--- config.mk ---
export PLATFORM = sky130hd
export DESIGN_NAME = generation_sequencer
export DESIGN_NICKNAME = d
export VERILOG_FILES = /design/src/rtl/generation_sequencer.sv
export SDC_FILE = /design/constraint.sdc
export NUM_CORES = 1
export LEC_CHECK = 0
export CORE_MARGIN = 2
export CORE_UTILIZATION = 35
export CTS_BUF_LIST = sky130_fd_sc_hd__clkbuf_4
export DETAILED_ROUTE_END_ITERATION = 6
export PLACE_DENSITY = 0.55
export SETUP_SLACK_MARGIN = 0.02
export SLEW_MARGIN = 20
export SYNTH_ARGS = -nofsm -noshare
export SYNTH_HDL_FRONTEND = slang
export SYNTH_SLANG_ARGS = --single-unit
--- constraint.sdc ---
create_clock -name out_stream_aclk -period 2.2 [get_ports out_stream_aclk]
set_input_delay 0.44 -clock out_stream_aclk [delete_from_list [all_inputs] [get_ports out_stream_aclk]]
set_output_delay 0.44 -clock out_stream_aclk [all_outputs]
set_load 0.1 [all_outputs]
--- src/rtl/generation_sequencer.sv ---
`default_nettype none
// +------------------------------------------------------------------------+
// | generation_sequencer: steps row computation into the back bank and      |
// | swaps ping-pong banks on frame boundaries. Optional macro               |
// | GENERATION_SEQUENCER_STEP_EN adds a single-step input. Rev 1.0          |
// +------------------------------------------------------------------------+
module generation_sequencer #(
  parameter int Y_SIZE    = 720,
  parameter int Y_WIDTH   = 10,
  parameter int GEN_WIDTH = 16,
  parameter int TIMEOUT   = 4096
) (
  input  logic                 out_stream_aclk,
  input  logic                 periph_reset,
  input  logic                 pause,
  input  logic                 frame_end,
  input  logic                 valid_set,
`ifdef GENERATION_SEQUENCER_STEP_EN
  input  logic                 step,
`endif
  output logic                 calc_flag,
  output logic [Y_WIDTH-1:0]   calc_row,
  output logic                 bank_sel,
  output logic [GEN_WIDTH-1:0] gen_count,
  output logic                 gen_done,
  output logic                 timeout_err
);

  localparam int                 WD_W     = $clog2(TIMEOUT + 1);
  localparam logic [WD_W-1:0]    WD_LAST  = WD_W'(TIMEOUT - 1);
  localparam logic [Y_WIDTH-1:0] ROW_LAST = Y_WIDTH'(Y_SIZE - 1);

  typedef enum logic [1:0] {
    IDLE      = 2'd0,
    CALC      = 2'd1,
    SWAP_WAIT = 2'd2
  } state_t;

  state_t          state;
  logic [WD_W-1:0] watchdog;
  logic            start;

`ifdef GENERATION_SEQUENCER_STEP_EN
  logic armed;
  // An armed step launches one generation regardless of pause.
  assign start = frame_end & (~pause | armed);
`else
  assign start = frame_end & ~pause;
`endif

  assign calc_flag = (state == CALC);

  always_ff @(posedge out_stream_aclk or posedge periph_reset) begin
    if (periph_reset) begin
      state       <= IDLE;
      calc_row    <= '0;
      bank_sel    <= 1'b0;
      gen_count   <= '0;
      gen_done    <= 1'b0;
      timeout_err <= 1'b0;
      watchdog    <= '0;
`ifdef GENERATION_SEQUENCER_STEP_EN
      armed       <= 1'b0;
`endif
    end else begin
      gen_done <= 1'b0;
      case (state)
        IDLE: begin
`ifdef GENERATION_SEQUENCER_STEP_EN
          if (step && pause && !armed) begin
            armed <= 1'b1;
          end
`endif
          if (start) begin
            state    <= CALC;
            calc_row <= '0;
            watchdog <= '0;
`ifdef GENERATION_SEQUENCER_STEP_EN
            armed    <= 1'b0;
`endif
          end
        end
        CALC: begin
          // valid_set wins over a coincident watchdog expiry.
          if (valid_set) begin
            watchdog <= '0;
            if (calc_row == ROW_LAST) begin
              calc_row <= '0;
              state    <= SWAP_WAIT;
            end else begin
              calc_row <= calc_row + 1'b1;
            end
          end else if (watchdog == WD_LAST) begin
            timeout_err <= 1'b1;
            calc_row    <= '0;
            watchdog    <= '0;
            state       <= IDLE;
          end else begin
            watchdog <= watchdog + 1'b1;
          end
        end
        SWAP_WAIT: begin
          if (frame_end) begin
            bank_sel  <= ~bank_sel;
            gen_count <= gen_count + 1'b1;
            gen_done  <= 1'b1;
            state     <= IDLE;
          end
        end
        default: state <= IDLE;
      endcase
    end
  end

endmodule
`default_nettype wire

==> impl_metrics.csv <==
group,metric,value,unit
cts,clockBufferDepth,2,
floorplanning,die_w,82.42,um
cells_and_area,regArea,1106,sq um
sta,final_max_slew_viol_count,0,
sta,setup_slack,0.2295,ns
cells_and_area,fin_area,2723,sq um
sta,fin_crit,1.971,ns
grt,grt_pass1_wl,7569,um
cells_and_area,most-common-layout-cells,"40 x dfrtp_1, 38 x buf_4, 19 x nand2_1",
detailed_routing,ant_nets,0,
min_path,hp-class,"in2async",
floorplanning,die_y,82.42,um
placement,dp_hpwl,3258,um
logic_synthesis,ys_ff_latch,44,
detailed_routing,viasPerCell,5.180,
detailed_routing,finalWirelength,4507,um
sta,timing.final.crit_share,0.8957,
grt,grt_usage,0.1451,
cells_and_area,multi_input_area,1011,sq um
placement,place_area,2587,sq um
cells_and_area,num_antenna_cells,0,
cts,cts_setup_buffers,0,
run_status,status,"finished clean",
cts,cts.reportedPaths.clkPinSlew,0.14,ns
critical_path,crit_path_end,"calc_row[3]",
critical_path,rrSetupSlack,0.23,ns
critical_path,endpoint_kind,"register",
cells_and_area,drive_above_1_share,0.2460,
detailed_routing,wire_per_inst,13.78,um
flow_run,maxCapViolCount,0,
critical_path,worst_path_max_delay_cell,"or4_4",
critical_path,path_cells,"ha_1 > nand4_1 > or4_4 > a21oi_4 > o21ai_0",
power,finalPower,2.888,mW
grt,grt_max_degree,45,
floorplanning,core-area,5921,sq um
cells_and_area,fillers,572,
critical_path,arrival,2.20,ns
logic_synthesis,synth_edf_count,0,
sta,max-slew-margin-rel,0.6053,
logic_synthesis,ys.flop_type,"dfrtp_1",
grt,grt_overflow,0,
power,clkPwrFrac,0.255,
power,switchingPower,1.196,mW
cts,htreeDepth,2,
logic_synthesis,syn_avg_cell_area,10.50,sq um
sta,whs,0.4172,ns
grt,antenna_found_initial,0,
sta,setup_viol,0,
logic_synthesis,syn_inst,205,
logic_synthesis,synth_nets,213,
critical_path,worstReg2RegStart,"watchdog[0]",
detailed_routing,drt_iter0_markers,103,
sta,rsz0062_at_grt,"false",
power,peakVddDrop,0.7360,mV
power,power_frac_seq,0.352,
critical_path,critPathKind,"reg2reg",
power,p_per_area,1061,nW/um^2
detailed_routing,drt_first_pass_iters,4,
critical_path,start_kind,"register",
logic_synthesis,synthArstFlopShare,1.000,
critical_path,worstReg2RegEnd,"calc_row[3]",
detailed_routing,drc,0,
cts,cts_root_buf,"clkbuf_4",
cts,cts_tree,"built",
floorplanning,start_util,0.3635,
grt,grt_pass1_vias,1590,
sta,worst_pin_slew,0.5881,ns
critical_path,path_max_fanout,11,
cells_and_area,syn_to_final_growth,26.51,%
power,p_leak,1.292,nW
critical_path,rr_worst_depth,5,
critical_path,max_stage_delay,0.56,ns
logic_synthesis,ys_types,47,
placement,port_buffers,34,
cells_and_area,fin_nets,259,
placement,gp_congestion,0.7908,
logic_synthesis,syn-cell-area,2152,sq um
critical_path,cp.required,2.43,ns
sta,hold_viol,0,
logic_synthesis,ys_warn_count,0,
detailed_routing,num_vias,1694,
floorplanning,die_area,6792,sq um
placement,pre_cts_ws,-0.05328,ns
sta,finClkSkew,0.01306,ns
floorplanning,io_pins,35,
power,power_switching_share,0.4140,
cts,cts_made_buffers,5,
cts,cts_sinks,44,
cts,worstSkewPairLatency,0.35,ns
cts,hold_buffers,0,
logic_synthesis,seq_area_frac_synth,0.5116,
power,power_frac_comb,0.393,
floorplanning,rows,28,
power,p_int,1.693,mW
sta,timing.fmax,507.5,MHz
cells_and_area,layout_commonest_cell,"dfrtp_1",
critical_path,crit_start,"watchdog[0]",
## worst max-delay path, delay by kind of cell (launching register included)
| kind | cells | cell delay, ns |
|---|---|---|
| flip-flops | 1 | 0.41 |
| AND/OR/NAND/NOR | 2 | 0.73 |
| AO/OA/AOI/OAI | 2 | 0.48 |
| adder cells (fa/ha/maj) | 1 | 0.23 |
## through the flow
stage | cells | utilization | setup TNS, ns
6_report | 327 | 0.4598 | 0
5_1_grt | 327 | 0.4598 | 0
4_1_cts | 327 | 0.4586 | 0
3_5_place_dp | 319 | 0.4370 | -0.2691
3_3_place_gp | 319 | 0.4370 | 0
2_1_floorplan | 205 | - | 0
## flip-flops by register name, summed over array words and instances, names as in the netlist
name,count
watchdog,13
gen_count,16
timeout_err,1
calc_row,10
state,2
bank_sel,1
gen_done,1
## layout make-up
type                    count  area share
repair buffers             44      0.1342
clock buffers               5     0.01379
multi-input cells         151      0.3713
inverters                   5    0.006893
clock inverters             3     0.03309
well taps                  75     0.03447
flip-flops and latches     44      0.4062
## what timing repair did
action | in CTS | in global routing
endpoints found under the setup margin | 0 | 11
endpoints found under the hold margin | 0 | 0
gates resized for setup | 0 | 1
## cell usage after synthesis (2+ instances only)
library cell	number	area, sq um
dfrtp_1	44	1101
nand2_1	19	71.32
nor2_1	12	45.04
xor2_1	12	105.1
xnor2_1	10	87.58
and3_1	8	50.05
nand3_1	8	40.04
o21ai_0	8	40.04
a21oi_1	7	35.03
inv_1	5	18.77
nand4_1	5	31.28
nor3_1	5	25.02
a221o_1	4	40.04
nor2b_1	4	25.02
or3_1	4	25.02
a22o_1	3	26.28
a31oi_1	3	18.77
buf_2	3	15.01
ha_1	3	37.54
o31ai_1	3	22.52
a21oi_2	2	17.52
and2_1	2	12.51
and3b_1	2	17.52
nand3b_1	2	15.01
nor4_1	2	12.51
o211ai_1	2	15.01
o21a_1	2	15.01
or4_1	2	15.01
## kinds of logic (layout without fill, tap and decap cells)
group           count (synthesis)  in the layout  share of synthesized area
simple gates                   83             83                     0.2157
flops                          44             44                     0.5116
compound gates                 42             42                     0.1372
xor+xnor                       22             22                    0.08953
buf+inv                        10             57                    0.02325
fa+ha+maj                       3              3                    0.01744
mux                             1              1                   0.005232
## power groups by stage
stage	combinational, mW	sequential (mW)	clock (mW)
2_1_floorplan	0.454	1.43	0
3_3_place_gp	1.13	1.04	0
3_5_place_dp	1.13	1.03	0
4_1_cts	1.14	1.02	0.768
5_1_grt	1.21	1.03	0.794
6_report	1.13	1.02	0.736
## metal layers
layer,part of all wire,global-route usage,vias to the layer above
li1,-,-,836
met1,0.50,0.2065,819
met2,0.44,0.2202,34
met3,0.047,0.03804,5
met4,0.011,0.03500,0
met5,0,0,-
## worst min path at each step
stage                 start            end  slack [ns]  cells past startpoint
5_1_grt        periph_reset   watchdog[10]        0.43                      3
3_5_place_dp    timeout_err    timeout_err        0.45                      1
4_1_cts        periph_reset  gen_count[12]        0.41                      3
6_report       periph_reset  gen_count[10]        0.42                      3
2_1_floorplan   watchdog[0]    watchdog[0]        0.48                      1
3_3_place_gp    timeout_err    timeout_err        0.45                      1
No activity file was read; power rests on OpenSTA's default activity.
